==> config.mk <==
export PLATFORM = sky130hd
export DESIGN_NAME = dcache_mem_interface
export DESIGN_NICKNAME = d
export VERILOG_FILES = /design/src/rtl/dcache_mem_interface.sv
export SDC_FILE = /design/constraint.sdc
export NUM_CORES = 2
export LEC_CHECK = 0
export CAP_MARGIN = 5
export CORE_ASPECT_RATIO = 0.8
export CORE_MARGIN = 2
export CORE_UTILIZATION = 35
export CTS_CLUSTER_DIAMETER = 60
export DETAILED_ROUTE_END_ITERATION = 10
export MAX_ROUTING_LAYER = met4
export PLACE_DENSITY = 0.61
export SETUP_SLACK_MARGIN = 0.5
export SYNTH_ARGS = -nofsm -noshare
export SYNTH_HDL_FRONTEND = slang
export SYNTH_SLANG_ARGS = --single-unit
==> constraint.sdc <==
create_clock -name clk_i -period 10.1 [get_ports clk_i]
set_input_delay 3.03 -clock clk_i [delete_from_list [all_inputs] [get_ports clk_i]]
set_output_delay 3.03 -clock clk_i [all_outputs]
set_load 0.02 [all_outputs]
==> src/rtl/dcache_mem_interface.sv <==
// Memory-side interface for the L1 data cache: fill requests, a writeback FIFO with
// fill forwarding, and a single request/response memory bus shared by both.
module dcache_mem_interface #(
  parameter int unsigned CACHE_BLOCK_SIZE = 128,
  parameter int unsigned WB_DEPTH         = 4,
  parameter int unsigned OFF_BITS         = $clog2(CACHE_BLOCK_SIZE / 8)
) (
  input  logic                        clk_i,
  input  logic                        rst_ni,
  input  logic                        mem_req_vld_i,
  input  logic [31:0]                 mem_req_addr_i,
  output logic                        mem_resp_vld_o,
  output logic [CACHE_BLOCK_SIZE-1:0] mem_resp_data_o,
  input  logic                        mem_wb_vld_i,
  input  logic [31:0]                 mem_wb_addr_i,
  input  logic [CACHE_BLOCK_SIZE-1:0] mem_wb_data_i,
  output logic                        wb_full_o,
  output logic                        wb_overflow_o,
  output logic                        bus_req_vld_o,
  input  logic                        bus_req_rdy_i,
  output logic                        bus_req_we_o,
  output logic [31:0]                 bus_req_addr_o,
  output logic [CACHE_BLOCK_SIZE-1:0] bus_req_wdata_o,
  input  logic                        bus_rsp_vld_i,
  input  logic [CACHE_BLOCK_SIZE-1:0] bus_rsp_data_i
);

  localparam int unsigned PTR_W = $clog2(WB_DEPTH);
  localparam int unsigned CNT_W = PTR_W + 1;
  localparam int unsigned TAG_W = 32 - OFF_BITS;

  typedef enum logic [2:0] {S_IDLE, S_FWD, S_RD_REQ, S_RD_WAIT, S_WB_REQ} state_e;

  state_e                      state_q, state_d;
  logic                        rd_pend_q, rd_pend_d;
  logic [TAG_W-1:0]            rd_tag_q, rd_tag_d;
  logic [TAG_W-1:0]            wb_tag_q [WB_DEPTH];
  logic [TAG_W-1:0]            wb_tag_d [WB_DEPTH];
  logic [CACHE_BLOCK_SIZE-1:0] wb_data_q [WB_DEPTH];
  logic [CACHE_BLOCK_SIZE-1:0] wb_data_d [WB_DEPTH];
  logic [PTR_W-1:0]            wr_ptr_q, wr_ptr_d, rd_ptr_q, rd_ptr_d;
  logic [CNT_W-1:0]            count_q, count_d;
  logic                        overflow_q, overflow_d;
  logic [CACHE_BLOCK_SIZE-1:0] fwd_data_q, fwd_data_d;
  logic                        resp_vld_q, resp_vld_d;
  logic [CACHE_BLOCK_SIZE-1:0] resp_data_q, resp_data_d;
  logic                        bus_vld_q, bus_vld_d, bus_we_q, bus_we_d;
  logic [TAG_W-1:0]            bus_tag_q, bus_tag_d;
  logic [CACHE_BLOCK_SIZE-1:0] bus_wdata_q, bus_wdata_d;

  logic                        full_c, push_c, pop_c, rd_clr_c, fwd_hit_c;
  logic [CACHE_BLOCK_SIZE-1:0] fwd_data_c;
  logic [PTR_W-1:0]            fwd_idx_c;
  logic                        unused_addr_bits;

  // Byte offsets never reach the bus or the block compare.
  assign unused_addr_bits = ^{mem_req_addr_i[OFF_BITS-1:0], mem_wb_addr_i[OFF_BITS-1:0]};

  assign full_c = (count_q == CNT_W'(WB_DEPTH));

  // Scan head-to-tail so the last hit is the youngest buffered copy of the block.
  always_comb begin
    fwd_hit_c  = 1'b0;
    fwd_data_c = '0;
    fwd_idx_c  = '0;
    for (int unsigned k = 0; k < WB_DEPTH; k++) begin
      fwd_idx_c = rd_ptr_q + PTR_W'(k);
      if ((CNT_W'(k) < count_q) && (wb_tag_q[fwd_idx_c] == rd_tag_q)) begin
        fwd_hit_c  = 1'b1;
        fwd_data_c = wb_data_q[fwd_idx_c];
      end
    end
  end

  always_comb begin
    state_d     = state_q;
    rd_pend_d   = rd_pend_q;
    rd_tag_d    = rd_tag_q;
    wb_tag_d    = wb_tag_q;
    wb_data_d   = wb_data_q;
    wr_ptr_d    = wr_ptr_q;
    rd_ptr_d    = rd_ptr_q;
    count_d     = count_q;
    overflow_d  = overflow_q;
    fwd_data_d  = fwd_data_q;
    resp_vld_d  = 1'b0;
    resp_data_d = resp_data_q;
    bus_vld_d   = bus_vld_q;
    bus_we_d    = bus_we_q;
    bus_tag_d   = bus_tag_q;
    bus_wdata_d = bus_wdata_q;
    pop_c       = 1'b0;
    rd_clr_c    = 1'b0;

    case (state_q)
      S_IDLE: begin
        // A full FIFO drains first; otherwise a pending fill beats writebacks.
        if (full_c || (!rd_pend_q && (count_q != '0))) begin
          state_d     = S_WB_REQ;
          bus_vld_d   = 1'b1;
          bus_we_d    = 1'b1;
          bus_tag_d   = wb_tag_q[rd_ptr_q];
          bus_wdata_d = wb_data_q[rd_ptr_q];
        end else if (rd_pend_q && fwd_hit_c) begin
          state_d    = S_FWD;
          fwd_data_d = fwd_data_c;
        end else if (rd_pend_q) begin
          state_d     = S_RD_REQ;
          bus_vld_d   = 1'b1;
          bus_we_d    = 1'b0;
          bus_tag_d   = rd_tag_q;
          bus_wdata_d = '0;
        end
      end
      S_FWD: begin
        resp_vld_d  = 1'b1;
        resp_data_d = fwd_data_q;
        rd_clr_c    = 1'b1;
        state_d     = S_IDLE;
      end
      S_RD_REQ: begin
        if (bus_req_rdy_i) begin
          bus_vld_d = 1'b0;
          state_d   = S_RD_WAIT;
        end
      end
      S_RD_WAIT: begin
        if (bus_rsp_vld_i) begin
          resp_vld_d  = 1'b1;
          resp_data_d = bus_rsp_data_i;
          rd_clr_c    = 1'b1;
          state_d     = S_IDLE;
        end
      end
      S_WB_REQ: begin
        if (bus_req_rdy_i) begin
          bus_vld_d = 1'b0;
          pop_c     = 1'b1;
          state_d   = S_IDLE;
        end
      end
      default: state_d = S_IDLE;
    endcase

    if (rd_clr_c) rd_pend_d = 1'b0;
    if (mem_req_vld_i && !rd_pend_q) begin
      rd_pend_d = 1'b1;
      rd_tag_d  = mem_req_addr_i[31:OFF_BITS];
    end

    // A pop in the same cycle frees the slot, so a push at full is still accepted.
    push_c = mem_wb_vld_i && (!full_c || pop_c);
    if (mem_wb_vld_i && full_c && !pop_c) overflow_d = 1'b1;
    if (push_c) begin
      wb_tag_d[wr_ptr_q]  = mem_wb_addr_i[31:OFF_BITS];
      wb_data_d[wr_ptr_q] = mem_wb_data_i;
      wr_ptr_d            = wr_ptr_q + PTR_W'(1);
    end
    if (pop_c) rd_ptr_d = rd_ptr_q + PTR_W'(1);
    case ({push_c, pop_c})
      2'b10:   count_d = count_q + CNT_W'(1);
      2'b01:   count_d = count_q - CNT_W'(1);
      default: count_d = count_q;
    endcase
  end

  always_ff @(posedge clk_i or negedge rst_ni) begin
    if (!rst_ni) begin
      state_q     <= S_IDLE;
      rd_pend_q   <= 1'b0;
      rd_tag_q    <= '0;
      for (int unsigned i = 0; i < WB_DEPTH; i++) begin
        wb_tag_q[i]  <= '0;
        wb_data_q[i] <= '0;
      end
      wr_ptr_q    <= '0;
      rd_ptr_q    <= '0;
      count_q     <= '0;
      overflow_q  <= 1'b0;
      fwd_data_q  <= '0;
      resp_vld_q  <= 1'b0;
      resp_data_q <= '0;
      bus_vld_q   <= 1'b0;
      bus_we_q    <= 1'b0;
      bus_tag_q   <= '0;
      bus_wdata_q <= '0;
    end else begin
      state_q     <= state_d;
      rd_pend_q   <= rd_pend_d;
      rd_tag_q    <= rd_tag_d;
      wb_tag_q    <= wb_tag_d;
      wb_data_q   <= wb_data_d;
      wr_ptr_q    <= wr_ptr_d;
      rd_ptr_q    <= rd_ptr_d;
      count_q     <= count_d;
      overflow_q  <= overflow_d;
      fwd_data_q  <= fwd_data_d;
      resp_vld_q  <= resp_vld_d;
      resp_data_q <= resp_data_d;
      bus_vld_q   <= bus_vld_d;
      bus_we_q    <= bus_we_d;
      bus_tag_q   <= bus_tag_d;
      bus_wdata_q <= bus_wdata_d;
    end
  end

  assign mem_resp_vld_o  = resp_vld_q;
  assign mem_resp_data_o = resp_data_q;
  assign wb_full_o       = full_c;
  assign wb_overflow_o   = overflow_q;
  assign bus_req_vld_o   = bus_vld_q;
  assign bus_req_we_o    = bus_we_q;
  assign bus_req_addr_o  = {bus_tag_q, {OFF_BITS{1'b0}}};
  assign bus_req_wdata_o = bus_wdata_q;

endmodule

==> summary.txt <==
Pwr
  – Max IR drop VDD: 0.000635 V
  – Pwr dens: 364 nW/µm²
  – Pleak: 29.1 nW

Synth
  – Main synth FF type: dfrtp_1
  – Post-synth design cell area: 64600 µm²
  – Yosys cell types: 75
  – Syn Inst Count: 6401
  – Synthesized area per cell: 10.1 µm²
  – Async SR Flop Fraction: 1.00
  – Sequential share of the synthesized area: 0.418
  – Total of flip-flops plus latches after synthesis: 1079
  – Number of enable flip-flop cells after synthesis: 0
  – Synthesis Warnings: 0

Run
  – Max Cap Violations: 0

Worst setup path
  – Setup CP Type: reg2reg
  – Worst path arrival time: 7.60 ns
  – CP max-delay cell: nor4_1
  – Critical Path End Type: register
  – Required time of the critical path: 10.74 ns
  – Reg2Reg Setup Slack: 3.15 ns
  – Worst reg2reg startpoint: rd_ptr_q[0]$_DFFE_PN0P_
  – Crit-path max FO: 61
  – Startpoint types: register
  – Reg2Reg Depth: 11
  – Cells along the critical path: buf_12 -> mux4_2 -> xor2_1 -> nor4_1 -> o2111ai_1 -> or4_4 -> o21ai_2 -> or3_1 -> a31o_4 -> buf_4 -> mux2_2
  – CP max stage delay: 0.98 ns
  – Worst r2r dst: bus_tag_q[27]$_DFFE_PN0P_

Global routing
  – GR Overflow Total: 0
  – Largest net degree at the start of global routing: 212
  – Initial antenna violation count: 34
  – Global-route wire length before repair: 362000 µm
  – Total GRT Usage: 0.259
  – Vias in the first global route: 54500

Drt
  – Final ANT Viol Nets: 0
  – Drt via density: 6.25
  – WL per Instance: 27.2 µm
  – # DRC: 0
  – Via count: 56700
  – WL final: 246000 µm
  – Pre-Repair DR Iteration Count: 7
  – Initial DRC Count: 6553

STA
  – RSZ-0062 raised after global routing: no
  – Part of the cycle the worst path needs: 0.689
  – Final Skew: 0.0331 ns
  – PnR worst setup slack: 3.15 ns
  – Setup violators final: 0
  – Fin crit period: 6.95 ns
  – Fin Setup TNS: 0 ns
  – Slew headroom: -0.0809
  – Hold Fails Final Rpt: 0
  – Fmax achieved: 144 MHz
  – Measured slew at the worst slew-check pin: 1.62 ns
  – Slew Limit Fails: 69

Min path
  – Min-Delay Endpoint: mem_resp_data_o[84]$_DFFE_PN0P_
  – Min-delay src: mem_resp_data_o[84]$_DFFE_PN0P_
  – Hold crit path type: reg2reg
  – Hold path depth: 2

Die
  – Die width: 484 µm
  – Core box area: 184000 µm²
  – I/O Pins: 619
  – Chip height: 388 µm
  – Starting density of the core: 0.351
  – Die ar.: 188000 µm²
  – Row count: 141

Finish
  – Final Core Density: 0.415
  – Area Overhead vs Synth: 18.0%
  – Nets: 6846
  – Post-route insts no fill: 9068
  – Layout cells sized above 1: 0.197
  – Final instance area: 76300 µm²
  – Fillers: 17600

Clocking
  – Inserted Clock Buffers: 131
  – H-tree Lvls: 4
  – Clock tree buffer depth: 3
  – Post-CTS Setup Bufs: 0
  – Root buffer cell: clkbuf_16
  – CTS resizes: 0
  – CTS tree: done
  – Worst-Skew Late Latency: 0.77 ns
  – Hold Buf Count CTS: 0
  – Clk slew on worst S/H paths: 0.06 ns
  – Clock sink count: 1079

Place
  – Port Buffers: 606
  – Gpl congestion: 1.01
  – Dpl hpwl: 147000 µm
  – Pre-CTS setup slack: 3.37 ns
  – Placed Area: 71900 µm²
  – DP Cell Count: 8809

Run status
  – Run status: finished, violations left
  – Failing checks: slew limit
## how the worst max path moves through the flow
stage | to | depth (start not counted) | start
after floorplan | wb_data_q[100]$_DFFE_PN0P_ | 8 | bus_req_rdy_i
after global placement | bus_tag_q[20]$_DFFE_PN0P_ | 11 | rd_ptr_q[0]$_DFFE_PN0P_
after detailed placement | bus_tag_q[27]$_DFFE_PN0P_ | 11 | rd_ptr_q[0]$_DFFE_PN0P_
after CTS | bus_tag_q[27]$_DFFE_PN0P_ | 11 | rd_ptr_q[0]$_DFFE_PN0P_
after global routing | bus_tag_q[27]$_DFFE_PN0P_ | 11 | rd_ptr_q[0]$_DFFE_PN0P_
final | bus_tag_q[27]$_DFFE_PN0P_ | 11 | rd_ptr_q[0]$_DFFE_PN0P_
## cells in the final DEF, fill, tap and decap left out, types with 13 or more instances in the layout
master and n:
a31oi_1 323, o21ai_0 548, a211o_1 124, diode_2 30
buf_4 59, o211ai_1 131, buf_12 26, nor4_1 138
inv_1 21, nor3_1 138, inv_6 14, o31ai_1 199
nand2_1 455, o22ai_1 138, mux2_2 927, clkbuf_8 23
clkbuf_16 135, o311ai_0 55, clkinv_2 16, xnor2_1 94
o2bb2ai_1 130, nand3_1 189, clkdlybuf4s50_1 605, a21oi_1 141
mux2i_1 361, mux4_2 50, dfrtp_1 1077, nor2_1 155
xor2_1 13, clkbuf_1 21, or4_1 129
## cell type report
type	count	area, µm²	area share
clock inverters	50	524	0.00687
clock buffers	179	3770	0.0495
repair buffers	691	7030	0.0922
flip-flops and latches	1079	27000	0.354
multi-input cells	4585	34700	0.455
diodes	30	75.1	0.000984
inverters	23	98.8	0.00130
well taps	2431	3040	0.0399
## cells by family after synthesis
group,Yosys count,share of synthesized area
adder cells (fa/ha/maj),9,0.00174
buffers and inverters,740,0.0476
XOR/XNOR,107,0.0145
AO/OA/AOI/OAI,1860,0.188
AND/OR/NAND/NOR,1263,0.0950
multiplexers,1342,0.236
other,1,0.0000580
flip-flops,1079,0.418
## power breakdown
group,switching (mW),internal (mW),total [mW]
Sequential,1.93,6.15,8.08
Combinational,8.90,6.02,14.9
Clock,2.01,2.77,4.77
## layer usage
metal  share of wire  wire, µm  vias to the layer above  global-route usage
li1                -         -                    24700                   -
met1            0.43    106000                    28600               0.346
met2            0.46    112000                     2865               0.392
met3           0.081     20100                      509              0.0462
met4           0.033      8040                        0              0.0942
met5               0         0                        -                   -
## synth_stat cells, types with 50 or more instances
library cell / instances / share of area
nor2_1: 157 / 0.0091
a21oi_1: 141 / 0.011
xnor2_1: 94 / 0.013
mux2i_1: 361 / 0.056
mux4_2: 50 / 0.017
nand2_1: 462 / 0.027
o311ai_0: 55 / 0.0075
mux2_2: 927 / 0.16
o22ai_1: 138 / 0.013
o2bb2ai_1: 130 / 0.018
o21ai_0: 548 / 0.042
o31ai_1: 199 / 0.023
nor4_1: 139 / 0.013
dfrtp_1: 1079 / 0.42
o211ai_1: 131 / 0.015
buf_1: 60 / 0.0035
nor3_1: 138 / 0.011
buf_2: 69 / 0.0053
a211o_1: 124 / 0.017
a31oi_1: 323 / 0.031
clkbuf_1: 541 / 0.031
nand3_1: 189 / 0.015
or4_1: 130 / 0.015
## critical path: cells and delay by family (launching register included)
family | cells | cell delay (ns)
compound gates | 3 | 1.53
mux | 2 | 0.99
buf+inv | 2 | 0.93
simple gates | 3 | 2.11
xor+xnor | 1 | 0.16
flops | 1 | 0.93
## through the flow
stage	power [mW]	hold WS, ns
after global placement	22.3	0.457
after CTS	27.6	0.483
final	27.8	0.477
after floorplan	17.7	0.451
after detailed placement	22.7	0.469
after global routing	29.2	0.493
## registers in the layout, indices dropped and copies added, names as in the netlist, 2 cells and up
register         cells
bus_req_wdata_o    128
bus_tag_q           28
count_q              3
fwd_data_q         128
mem_resp_data_o    128
rd_ptr_q             2
rd_tag_q            28
state_q              3
wb_data_q          512
wb_tag_q           112
wr_ptr_q             2
Power figures use the tool's default switching activity.
